$ cat src/rtl/shared_mem_sched.sv
// rtl/shared_mem_sched.sv - round-robin scheduler sharing one memory port among N cores
// Grants one core at a time, supports budgeted locked sequences and routes read data back.
module shared_mem_sched #(
  parameter int N        = 4,
  parameter int DW       = 8,
  parameter int LOCK_MAX = 4
) (
  input  logic            clk,
  input  logic            rst_n,
  input  logic [N-1:0]    req_rd,
  input  logic [N-1:0]    req_wr,
  input  logic [N-1:0]    req_lock,
  input  logic [N*DW-1:0] req_wdata,
  output logic [N-1:0]    req_rdy,
  output logic [N-1:0]    req_rvalid,
  output logic [N*DW-1:0] req_rdata,
  output logic [N-1:0]    gnt,
  output logic            lock_abort,
  output logic            mem_rd,
  output logic            mem_wr,
  output logic [DW-1:0]   mem_wdata,
  input  logic            mem_rdy,
  input  logic [DW-1:0]   mem_rdata
);

  localparam int PW = (N > 1) ? $clog2(N) : 1;
  localparam logic [1:0] ST_IDLE   = 2'd0;
  localparam logic [1:0] ST_GRANT  = 2'd1;
  localparam logic [1:0] ST_LOCKED = 2'd2;
  localparam logic [8:0] LMAX      = 9'(LOCK_MAX);
  localparam logic [PW-1:0] LAST   = PW'(N - 1);
  localparam logic [N-1:0] ONE     = {{(N-1){1'b0}}, 1'b1};

  logic [1:0]    state_q, state_d;
  logic [N-1:0]  gnt_q, gnt_d;
  logic [PW-1:0] gidx_q, gidx_d;
  logic [PW-1:0] ptr_q, ptr_d;
  logic [7:0]    lcnt_q, lcnt_d;
  logic [N-1:0]  rv_q, rv_d;
  logic          abort_q, abort_d;

  logic [N-1:0]  act;
  logic [DW-1:0] wd [N];
  logic          granted, g_act, g_rd, g_wr, complete, rel;
  logic          pick_found;
  logic [PW-1:0] pick_idx, cand;

  assign act = req_rd | req_wr;

  for (genvar i = 0; i < N; i++) begin : g_slice
    assign wd[i] = req_wdata[i*DW +: DW];
    assign req_rdata[i*DW +: DW] = rv_q[i] ? mem_rdata : '0;
  end

  // A request with both rd and wr high is treated as a write.
  assign granted   = (state_q != ST_IDLE);
  assign g_act     = act[gidx_q];
  assign g_wr      = req_wr[gidx_q];
  assign g_rd      = req_rd[gidx_q] & ~g_wr;
  assign complete  = granted & mem_rdy;
  assign mem_rd    = granted & g_rd;
  assign mem_wr    = granted & g_wr;
  assign mem_wdata = granted ? wd[gidx_q] : '0;
  assign req_rdy   = gnt_q & {N{mem_rdy}};
  assign req_rvalid = rv_q;
  assign gnt        = gnt_q;
  assign lock_abort = abort_q;

  always_comb begin
    pick_found = 1'b0;
    pick_idx   = '0;
    cand       = '0;
    for (int k = 0; k < N; k++) begin
      cand = PW'((int'(ptr_q) + k) % N);
      if (!pick_found && act[cand]) begin
        pick_found = 1'b1;
        pick_idx   = cand;
      end
    end
  end

  always_comb begin
    state_d = state_q;
    gnt_d   = gnt_q;
    gidx_d  = gidx_q;
    ptr_d   = ptr_q;
    lcnt_d  = lcnt_q;
    rv_d    = '0;
    abort_d = 1'b0;
    rel     = 1'b0;
    case (state_q)
      ST_IDLE: begin
        if (pick_found) begin
          state_d = ST_GRANT;
          gnt_d   = ONE << pick_idx;
          gidx_d  = pick_idx;
          lcnt_d  = '0;
        end
      end
      ST_GRANT, ST_LOCKED: begin
        if (complete) begin
          if (g_rd) rv_d = ONE << gidx_q;
          if (req_lock[gidx_q] && (({1'b0, lcnt_q} + 9'd1) < LMAX)) begin
            state_d = ST_LOCKED;
            lcnt_d  = lcnt_q + 8'd1;
          end else begin
            rel     = 1'b1;
            abort_d = req_lock[gidx_q];
          end
        end else if (!g_act && (state_q == ST_GRANT || !req_lock[gidx_q])) begin
          // Abandoned grant, or an idle lock holder letting go.
          rel = 1'b1;
        end
      end
      default: rel = 1'b1;
    endcase
    if (rel) begin
      state_d = ST_IDLE;
      gnt_d   = '0;
      lcnt_d  = '0;
      ptr_d   = (gidx_q == LAST) ? '0 : gidx_q + 1'b1;
    end
  end

  always_ff @(posedge clk or negedge rst_n) begin
    if (!rst_n) begin
      state_q <= ST_IDLE;
      gnt_q   <= '0;
      gidx_q  <= '0;
      ptr_q   <= '0;
      lcnt_q  <= '0;
      rv_q    <= '0;
      abort_q <= 1'b0;
    end else begin
      state_q <= state_d;
      gnt_q   <= gnt_d;
      gidx_q  <= gidx_d;
      ptr_q   <= ptr_d;
      lcnt_q  <= lcnt_d;
      rv_q    <= rv_d;
      abort_q <= abort_d;
    end
  end

endmodule

$ cat config.mk
export PLATFORM = sky130hd
export DESIGN_NAME = shared_mem_sched
export DESIGN_NICKNAME = d
export VERILOG_FILES = /design/src/rtl/shared_mem_sched.sv
export SDC_FILE = /design/constraint.sdc
export NUM_CORES = 1
export LEC_CHECK = 0
export CAP_MARGIN = 20
export CORE_MARGIN = 2
export CORE_UTILIZATION = 35
export CTS_CLUSTER_SIZE = 40
export DETAILED_ROUTE_END_ITERATION = 16
export PLACE_DENSITY_LB_ADDON = 0.08
export SETUP_SLACK_MARGIN = 0.15
export SYNTH_ARGS = -nofsm -noshare
export SYNTH_HDL_FRONTEND = slang
export SYNTH_SLANG_ARGS = --single-unit
$ cat constraint.sdc
create_clock -name clk -period 1.8 [get_ports clk]
set_input_delay 0.18 -clock clk [delete_from_list [all_inputs] [get_ports clk]]
set_output_delay 0.18 -clock clk [all_outputs]
set_load 0.01 [all_outputs]
==> results of run 1 <==
[cells by family (layout without fill, tap and decap cells)]
group,after synthesis,in the layout
multiplexers,12,12
AO/OA/AOI/OAI,42,42
buffers and inverters,14,183
flip-flops,23,23
AND/OR/NAND/NOR,105,105
adder cells (fa/ha/maj),7,7
[worst max-delay path, stage by stage (launching register included)]
cell,delay [ns]
sky130_fd_sc_hd__dfrtp_1,0.43
sky130_fd_sc_hd__buf_6,0.13
sky130_fd_sc_hd__buf_6,0.09
sky130_fd_sc_hd__buf_6,0.08
sky130_fd_sc_hd__mux4_2,0.55
sky130_fd_sc_hd__nand2_2,0.12
sky130_fd_sc_hd__a21oi_4,0.05
sky130_fd_sc_hd__buf_6,0.13
sky130_fd_sc_hd__and2_4,0.13
sky130_fd_sc_hd__a22o_4,0.20
[Yosys cell counts, types with 3 or more instances]
master                     number
sky130_fd_sc_hd__nor2_1        10
sky130_fd_sc_hd__a21oi_1        5
sky130_fd_sc_hd__and2_1        55
sky130_fd_sc_hd__inv_1          5
sky130_fd_sc_hd__nand2_1       12
sky130_fd_sc_hd__nand3_1        3
sky130_fd_sc_hd__clkbuf_1       4
sky130_fd_sc_hd__a31oi_1        5
sky130_fd_sc_hd__ha_1           7
sky130_fd_sc_hd__dfrtp_1       23
sky130_fd_sc_hd__nor3_1         6
sky130_fd_sc_hd__nand4_1        4
sky130_fd_sc_hd__mux4_2        11
[sequential cells by signal, indices dropped and copies added (netlist names)]
name        flops
gnt             4
state_q         2
gidx_q          2
lock_abort      1
lcnt_q          8
ptr_q           2
req_rvalid      4
[final cells by class]
| cell class | instances | area, µm² | area share, % |
|---|---|---|---|
| repair buffers | 173 | 1624 | 42.03 |
| multi-input cells | 166 | 1499 | 38.80 |
| flip-flops and latches | 23 | 581.8 | 15.06 |
| well taps | 72 | 90.09 | 2.332 |
| clock buffers | 3 | 41.29 | 1.069 |
| inverters | 6 | 22.52 | 0.5829 |
| clock inverters | 1 | 5.005 | 0.1295 |
[stage by stage]
| stage | util [%] | hold WS [ns] | cells | setup TNS (ns) | instance area, µm² |
|---|---|---|---|---|---|
| floorplan | - | -0.1156 | 203 | 0 | 1998 |
| global placement | 63.76 | 0.5030 | 422 | -5.550 | 3490 |
| detailed placement | 63.76 | 0.5185 | 422 | -6.515 | 3490 |
| CTS | 68.02 | 0.2835 | 439 | -3.968 | 3722 |
| global route | 70.60 | 0.3042 | 444 | -6.135 | 3864 |
| finish | 70.60 | 0.2717 | 444 | -4.315 | 3864 |
[worst max-delay path by stage]
| stage | cells past startpoint | startpoint | end |
|---|---|---|---|
| after floorplan | 6 | gidx_q[0]$_DFFE_PN0P_ | gnt[0]$_DFFE_PN0P_ |
| after global placement | 4 | req_wr[3] | mem_rd |
| after detailed placement | 4 | req_wr[3] | mem_rd |
| after CTS | 8 | gidx_q[0]$_DFFE_PN0P_ | gnt[3]$_DFFE_PN0P_ |
| after global routing | 9 | gidx_q[0]$_DFFE_PN0P_ | ptr_q[1]$_DFFE_PN0N_ |
| final | 9 | gidx_q[0]$_DFFE_PN0P_ | lcnt_q[0]$_DFFE_PN0P_ |
[timing repair]
| action | 4_1_cts | 5_1_grt |
|---|---|---|
| resized for setup | 56 | 36 |
| endpoints found under the setup margin | 41 | 44 |
| buffers inserted | 13 | 5 |
| pin swaps | 18 | 17 |
| hold buffers | 0 | 0 |
[power breakdown]
| group | internal, µW | switching, µW | total, µW |
|---|---|---|---|
| clock network | 155 | 178 | 334 |
| logic | 2150 | 1670 | 3820 |
| registers | 644 | 134 | 779 |
| total | 2950 | 1980 | 4930 |
[layer usage]
metal  part of all wire, %  GRT usage [%]  up-vias
li1                      -              -     1090
met1                    39          24.91     1072
met2                    56          42.31       73
met3                   4.6          3.864       10
met4                   1.2          4.655        0
met5                     0              0        -
==> impl_metrics.xml, run 1 <==
<?xml version="1.0" encoding="UTF-8"?>
<metrics>
  <group name="run_status">
    <metric name="run_status" unit="">finished, violations left</metric>
    <metric name="failing_checks" unit="">negative setup slack</metric>
  </group>
  <group name="timing">
    <metric name="finalMaxSlewViolations" unit="">0</metric>
    <metric name="pnr_worst_setup_slack" unit="ns">-0.2295</metric>
    <metric name="period_needed" unit="ns">2.029</metric>
    <metric name="worstMarginPinSlew" unit="ns">0.4544</metric>
    <metric name="unrepaired_setup_endpoints_after_global_routing" unit="">yes</metric>
    <metric name="worst_clock_skew" unit="ns">0.008138</metric>
    <metric name="worst_slew_margin_rel" unit="%">69.71</metric>
    <metric name="final.period_utilization" unit="%">112.7</metric>
    <metric name="final-hold-violation-count" unit="">0</metric>
    <metric name="setup_violations" unit="">26</metric>
    <metric name="maxClockFrequency" unit="MHz">492.7</metric>
  </group>
  <group name="synth">
    <metric name="synth.yosys.seq_area_share" unit="%">29.28</metric>
    <metric name="ys.warnings.count" unit="">0</metric>
    <metric name="ys_dominant_reg_cell" unit="">sky130_fd_sc_hd__dfrtp_1</metric>
    <metric name="synth_xor_xnor_area_share" unit="%">0</metric>
    <metric name="combinational_family_with_the_most_area_after_synthesis" unit="">simple AND/OR/NAND/NOR gates</metric>
    <metric name="postSynthRegisterBits" unit="">23</metric>
    <metric name="synthCells" unit="">203</metric>
    <metric name="number_of_flops_mapped_to_enable_cells_by_yosys" unit="">0</metric>
    <metric name="synth_fp_nets" unit="">265</metric>
    <metric name="synth.lib_cells_used.distinct" unit="">55</metric>
    <metric name="synth_area_per_cell" unit="µm²">9.683</metric>
    <metric name="synth_simple_gate_area_share" unit="%">31.44</metric>
    <metric name="synth.mux.area_fraction" unit="%">13.11</metric>
    <metric name="async_reset_ff_share" unit="%">100.0</metric>
    <metric name="complex_gate_fraction_of_the_synthesized_area" unit="%">18.46</metric>
    <metric name="synth_fa_ha_area_share" unit="%">4.456</metric>
    <metric name="post-synth-top-area-fraction" unit="%">29.28</metric>
    <metric name="ys_top_cells_by_area" unit="">sky130_fd_sc_hd__dfrtp_1, sky130_fd_sc_hd__and2_1, sky130_fd_sc_hd__mux4_2, sky130_fd_sc_hd__ha_1, sky130_fd_sc_hd__nand2_1</metric>
    <metric name="synth.cell_area" unit="mm²">0.001966</metric>
    <metric name="yosys.area.top_type" unit="">sky130_fd_sc_hd__dfrtp_1</metric>
  </group>
  <group name="layout">
    <metric name="n_antenna_cell" unit="">0</metric>
    <metric name="post_route_cells_drive_above_1_share" unit="%">36.29</metric>
    <metric name="most_frequent_standard_cell_in_the_layout_excluding_fill_and_tap_cells" unit="">sky130_fd_sc_hd__clkdlybuf4s50_1</metric>
    <metric name="final_cell_mix" unit="">sky130_fd_sc_hd__clkdlybuf4s50_1, sky130_fd_sc_hd__buf_4, sky130_fd_sc_hd__and2_1, sky130_fd_sc_hd__dfrtp_1, sky130_fd_sc_hd__buf_6</metric>
    <metric name="nNetsFinal" unit="">435</metric>
    <metric name="area_growth" unit="%">96.56</metric>
    <metric name="n_fill_cell" unit="">421</metric>
  </group>
  <group name="critical_path">
    <metric name="critPathCaptureType" unit="">register</metric>
    <metric name="cp_data_arrival_time" unit="ns">2.20</metric>
    <metric name="timing_worst_setup_path_type" unit="">reg2reg</metric>
    <metric name="r2r.worst_path.cells" unit="">9</metric>
    <metric name="setup.reg_to_reg.worst_slack" unit="ns">-0.23</metric>
    <metric name="endpoint_of_the_worst_slack_reg_to_reg_timing_path" unit="">lcnt_q[0]$_DFFE_PN0P_</metric>
    <metric name="cp.required" unit="ns">1.97</metric>
    <metric name="crit_path_start_kind" unit="">register</metric>
    <metric name="max_fo_critical_path" unit="">4</metric>
    <metric name="timing.rr.start" unit="">gidx_q[0]$_DFFE_PN0P_</metric>
  </group>
  <group name="placed_design">
    <metric name="dp_hpwl" unit="µm">5168</metric>
    <metric name="port-buffer-count" unit="">109</metric>
    <metric name="dp_worst_setup_slack" unit="ns">-0.3721</metric>
    <metric name="gp_routability_congestion" unit="">0.8195</metric>
  </group>
  <group name="route">
    <metric name="drc" unit="">0</metric>
    <metric name="postRouteWirelength" unit="µm">6759</metric>
    <metric name="antenna_left" unit="">0</metric>
    <metric name="wirelength_per_cell" unit="µm">15.22</metric>
    <metric name="num_vias" unit="">2245</metric>
    <metric name="drt_iter0_drc" unit="">113</metric>
    <metric name="drt-pass1-iter-count" unit="">4</metric>
    <metric name="route.detailed.vias_per_inst" unit="">5.056</metric>
  </group>
  <group name="global_routing">
    <metric name="globalRouteTotalUtil" unit="%">21.84</metric>
    <metric name="vias_in_the_first_global_route" unit="">2285</metric>
    <metric name="wire_length_of_the_first_global_routing_pass" unit="µm">10920</metric>
    <metric name="maximum_number_of_pins_on_one_net_before_global_route_repair" unit="">24</metric>
    <metric name="antenna_violations_before_repair" unit="">0</metric>
    <metric name="gr_overflow_total" unit="">0</metric>
  </group>
  <group name="clock_tree">
    <metric name="clock_insertion_delay_worst_skew" unit="ns">0.28</metric>
    <metric name="clk_pin_slew_worst_paths" unit="ns">0.09</metric>
    <metric name="cts_root_buf" unit="">sky130_fd_sc_hd__clkbuf_8</metric>
    <metric name="tritoncts" unit="">yes</metric>
    <metric name="cts.sinks" unit="">23</metric>
    <metric name="cts-htree-levels" unit="">1</metric>
    <metric name="cts_buffers" unit="">3</metric>
    <metric name="cts_max_path_buffers" unit="">2</metric>
  </group>
  <group name="floorplanning">
    <metric name="initial_utilization" unit="%">35.92</metric>
    <metric name="coreArea" unit="mm²">0.005473</metric>
    <metric name="dieArea" unit="mm²">0.006232</metric>
    <metric name="die_x" unit="µm">78.94</metric>
    <metric name="io_pins" unit="">110</metric>
    <metric name="die_y" unit="µm">78.94</metric>
    <metric name="row_count" unit="">27</metric>
  </group>
  <group name="hold_path">
    <metric name="worst_hold_path_type" unit="">in2async</metric>
  </group>
  <group name="pwr">
    <metric name="irDropWorstVdd" unit="µV">837.0</metric>
    <metric name="leakage" unit="µW">0.001673</metric>
    <metric name="p_per_area" unit="mW/mm²">1277</metric>
    <metric name="power" unit="µW">4933</metric>
  </group>
  <group name="run">
    <metric name="maxCapViolCount" unit="">0</metric>
  </group>
</metrics>
Power figures use the tool's default switching activity.
==> run 2, diff against run 1 <==
--- a/config.mk
+++ b/config.mk
@@ -6,8 +6,9 @@
 export NUM_CORES = 1
 export LEC_CHECK = 0
 export CAP_MARGIN = 20
+export CORE_ASPECT_RATIO = 0.75
 export CORE_MARGIN = 2
-export CORE_UTILIZATION = 35
+export CORE_UTILIZATION = 42
 export CTS_CLUSTER_SIZE = 40
 export DETAILED_ROUTE_END_ITERATION = 16
 export PLACE_DENSITY_LB_ADDON = 0.08
@@ -15,3 +16,4 @@
 export SYNTH_ARGS = -nofsm -noshare
 export SYNTH_HDL_FRONTEND = slang
 export SYNTH_SLANG_ARGS = --single-unit
+export TNS_END_PERCENT = 30
==> constraint.sdc (replaced) <==
create_clock -name clk -period 2.5 [get_ports clk]
set_input_delay 0.25 -clock clk [delete_from_list [all_inputs] [get_ports clk]]
set_output_delay 0.25 -clock clk [all_outputs]
set_load 0.01 [all_outputs]
==> impl_metrics.xml, run 2 (same netlist as run 1, synthesis figures left out) <==
<?xml version="1.0" encoding="UTF-8"?>
<metrics>
  <group name="pwr">
    <metric name="clock_power_share" unit="%">9.3</metric>
    <metric name="p_sw_share" unit="%">42.43</metric>
    <metric name="power_report.internal_total" unit="µW">1470</metric>
    <metric name="leakage" unit="µW">0.001280</metric>
    <metric name="sequentialPowerShare" unit="%">21.8</metric>
    <metric name="p_per_area" unit="mW/mm²">798.9</metric>
    <metric name="irDropWorstVdd" unit="µV">574.1</metric>
    <metric name="p_switching" unit="µW">1083</metric>
    <metric name="power_frac_comb" unit="%">69.0</metric>
  </group>
  <group name="route">
    <metric name="drt-pass1-iter-count" unit="">4</metric>
    <metric name="postRouteWirelength" unit="µm">5458</metric>
    <metric name="num_vias" unit="">1987</metric>
    <metric name="route.detailed.vias_per_inst" unit="">5.327</metric>
    <metric name="drt_iter0_drc" unit="">70</metric>
    <metric name="drc" unit="">0</metric>
    <metric name="antenna_left" unit="">0</metric>
    <metric name="wirelength_per_cell" unit="µm">14.63</metric>
  </group>
  <group name="timing">
    <metric name="worst_clock_skew" unit="ns">0.003676</metric>
    <metric name="finalMaxSlewViolations" unit="">0</metric>
    <metric name="setup_violations" unit="">0</metric>
    <metric name="pnr_worst_setup_slack" unit="ns">0.2437</metric>
    <metric name="final-hold-violation-count" unit="">0</metric>
    <metric name="maxClockFrequency" unit="MHz">443.2</metric>
    <metric name="unrepaired_setup_endpoints_after_global_routing" unit="">no</metric>
    <metric name="worst_hold_slack_after_final_layout" unit="ns">0.3310</metric>
    <metric name="fin_tns_setup" unit="ns">0</metric>
    <metric name="final.period_utilization" unit="%">90.25</metric>
    <metric name="worst_slew_margin_rel" unit="%">67.36</metric>
    <metric name="worstMarginPinSlew" unit="ns">0.4877</metric>
    <metric name="period_needed" unit="ns">2.256</metric>
  </group>
  <group name="global_routing">
    <metric name="gr_overflow_total" unit="">0</metric>
    <metric name="maximum_number_of_pins_on_one_net_before_global_route_repair" unit="">24</metric>
    <metric name="wire_length_of_the_first_global_routing_pass" unit="µm">9301</metric>
    <metric name="antenna_violations_before_repair" unit="">0</metric>
    <metric name="globalRouteTotalUtil" unit="%">21.73</metric>
    <metric name="vias_in_the_first_global_route" unit="">1975</metric>
  </group>
  <group name="layout">
    <metric name="final_cell_mix" unit="">sky130_fd_sc_hd__clkdlybuf4s50_1, sky130_fd_sc_hd__and2_1, sky130_fd_sc_hd__dfrtp_1, sky130_fd_sc_hd__nand2_1, sky130_fd_sc_hd__mux4_2</metric>
    <metric name="final_cell_area" unit="mm²">0.003196</metric>
    <metric name="n_fill_cell" unit="">360</metric>
    <metric name="area_growth" unit="%">62.57</metric>
    <metric name="post_route_cells_drive_above_1_share" unit="%">13.29</metric>
    <metric name="regMostFlops" unit="">lcnt_q</metric>
    <metric name="largest_register_ff_count" unit="">8</metric>
    <metric name="nNetsFinal" unit="">379</metric>
    <metric name="most_frequent_standard_cell_in_the_layout_excluding_fill_and_tap_cells" unit="">sky130_fd_sc_hd__clkdlybuf4s50_1</metric>
    <metric name="n_antenna_cell" unit="">0</metric>
  </group>
  <group name="floorplanning">
    <metric name="die_y" unit="µm">63.25</metric>
    <metric name="row_count" unit="">21</metric>
    <metric name="coreArea" unit="mm²">0.004493</metric>
    <metric name="io_pins" unit="">110</metric>
    <metric name="die_x" unit="µm">83.00</metric>
    <metric name="dieArea" unit="mm²">0.005249</metric>
    <metric name="initial_utilization" unit="%">43.75</metric>
  </group>
  <group name="clock_tree">
    <metric name="postCtsHoldBufs" unit="">0</metric>
    <metric name="cts-htree-levels" unit="">1</metric>
    <metric name="cts.sinks" unit="">23</metric>
    <metric name="clk_pin_slew_worst_paths" unit="ns">0.08</metric>
    <metric name="cts_buffers" unit="">3</metric>
    <metric name="cts_root_buf" unit="">sky130_fd_sc_hd__clkbuf_8</metric>
    <metric name="clock_insertion_delay_worst_skew" unit="ns">0.27</metric>
    <metric name="cts_max_path_buffers" unit="">2</metric>
    <metric name="tritoncts" unit="">yes</metric>
  </group>
  <group name="critical_path">
    <metric name="timing_worst_setup_path_type" unit="">reg2out</metric>
    <metric name="max_fo_critical_path" unit="">9</metric>
    <metric name="cp.required" unit="ns">2.25</metric>
    <metric name="crit_path_start_kind" unit="">register</metric>
    <metric name="critPathCaptureType" unit="">primary output</metric>
    <metric name="cp_data_arrival_time" unit="ns">2.01</metric>
  </group>
  <group name="run">
    <metric name="maxCapViolCount" unit="">0</metric>
  </group>
  <group name="placed_design">
    <metric name="gp_routability_congestion" unit="">0.8051</metric>
    <metric name="dp_worst_setup_slack" unit="ns">0.1316</metric>
    <metric name="post_dp_cell_area" unit="mm²">0.003139</metric>
    <metric name="dp_hpwl" unit="µm">4413</metric>
    <metric name="port-buffer-count" unit="">109</metric>
  </group>
  <group name="hold_path">
    <metric name="worst_hold_path_type" unit="">in2async</metric>
  </group>
  <group name="run_status">
    <metric name="run_status" unit="">complete, no violations</metric>
  </group>
</metrics>
## run 2: cell count changes in the layout (fill, tap and decap cells not counted), sizes merged
cell | before | now
buf | 74 | 8
clkdlybuf4s50 | 96 | 108
dlygate4sd2 | 0 | 1
dlymetal6s2s | 3 | 0
## run 2: final timing paths
check | startpoint | endpoint | slack [ns] | depth (start not counted)
max | gidx_q[0]$_DFFE_PN0P_ | mem_wdata[3] | 0.24 | 4
min in group clk | lcnt_q[7]$_DFFE_PN0P_ | lcnt_q[7]$_DFFE_PN0P_ | 0.53 | 1
min reg2reg | lcnt_q[7]$_DFFE_PN0P_ | lcnt_q[7]$_DFFE_PN0P_ | 0.53 | 1
min | rst_n | lcnt_q[7]$_DFFE_PN0P_ | 0.33 | 2
max reg2reg | state_q[0]$_DFFE_PN0P_ | gnt[3]$_DFFE_PN0P_ | 0.43 | 7
max in group asynchronous | rst_n | gidx_q[0]$_DFFE_PN0P_ | 1.92 | 2
## run 2: metrics by stage
stage | utilization, % | cells | power (µW)
final | 71.12 | 373 | 2553
after global routing | 71.12 | 373 | 2772
after floorplan | - | 203 | 1711
after detailed placement | 69.87 | 368 | 2315
after global placement | 69.87 | 368 | 2286
after CTS | 71.07 | 373 | 2565
## run 2: metal layers
metal  part of all wire [%]  track usage, %  up-vias
met5                      0               0        -
met3                    6.0           5.111       14
met4                    2.5           8.402        0
met2                     47           36.49       81
li1                       -               -      974
met1                     44           27.31      918
## run 2: power by group through the flow
stage	sequential [µW]	combinational, µW	clock, µW
3_3_place_gp	570	1720	0
2_1_floorplan	542	1170	0
3_5_place_dp	570	1750	0
4_1_cts	556	1770	242
5_1_grt	567	1950	255
6_report	556	1760	237
## run 2: critical path, stage by stage (launching register included)
cell                              delay (ns)
sky130_fd_sc_hd__dfrtp_2                0.39
sky130_fd_sc_hd__buf_4                  0.19
sky130_fd_sc_hd__mux4_2                 0.50
sky130_fd_sc_hd__and2_1                 0.17
sky130_fd_sc_hd__clkdlybuf4s50_1        0.47
## run 2: cell type report
cell class | count | area [µm²] | area share, %
clock buffer | 3 | 41.29 | 1.292
clock inverter | 1 | 5.005 | 0.1566
inverter | 6 | 22.52 | 0.7048
multi-input combinational | 166 | 1329 | 41.58
sequential | 23 | 576.8 | 18.05
tap | 57 | 71.32 | 2.232
timing repair buffer | 117 | 1150 | 35.98
## run 2: timing repair
action	in CTS	in global routing
gates resized for setup	2	1
endpoints found under the setup margin	8	10
buffers inserted	1	0
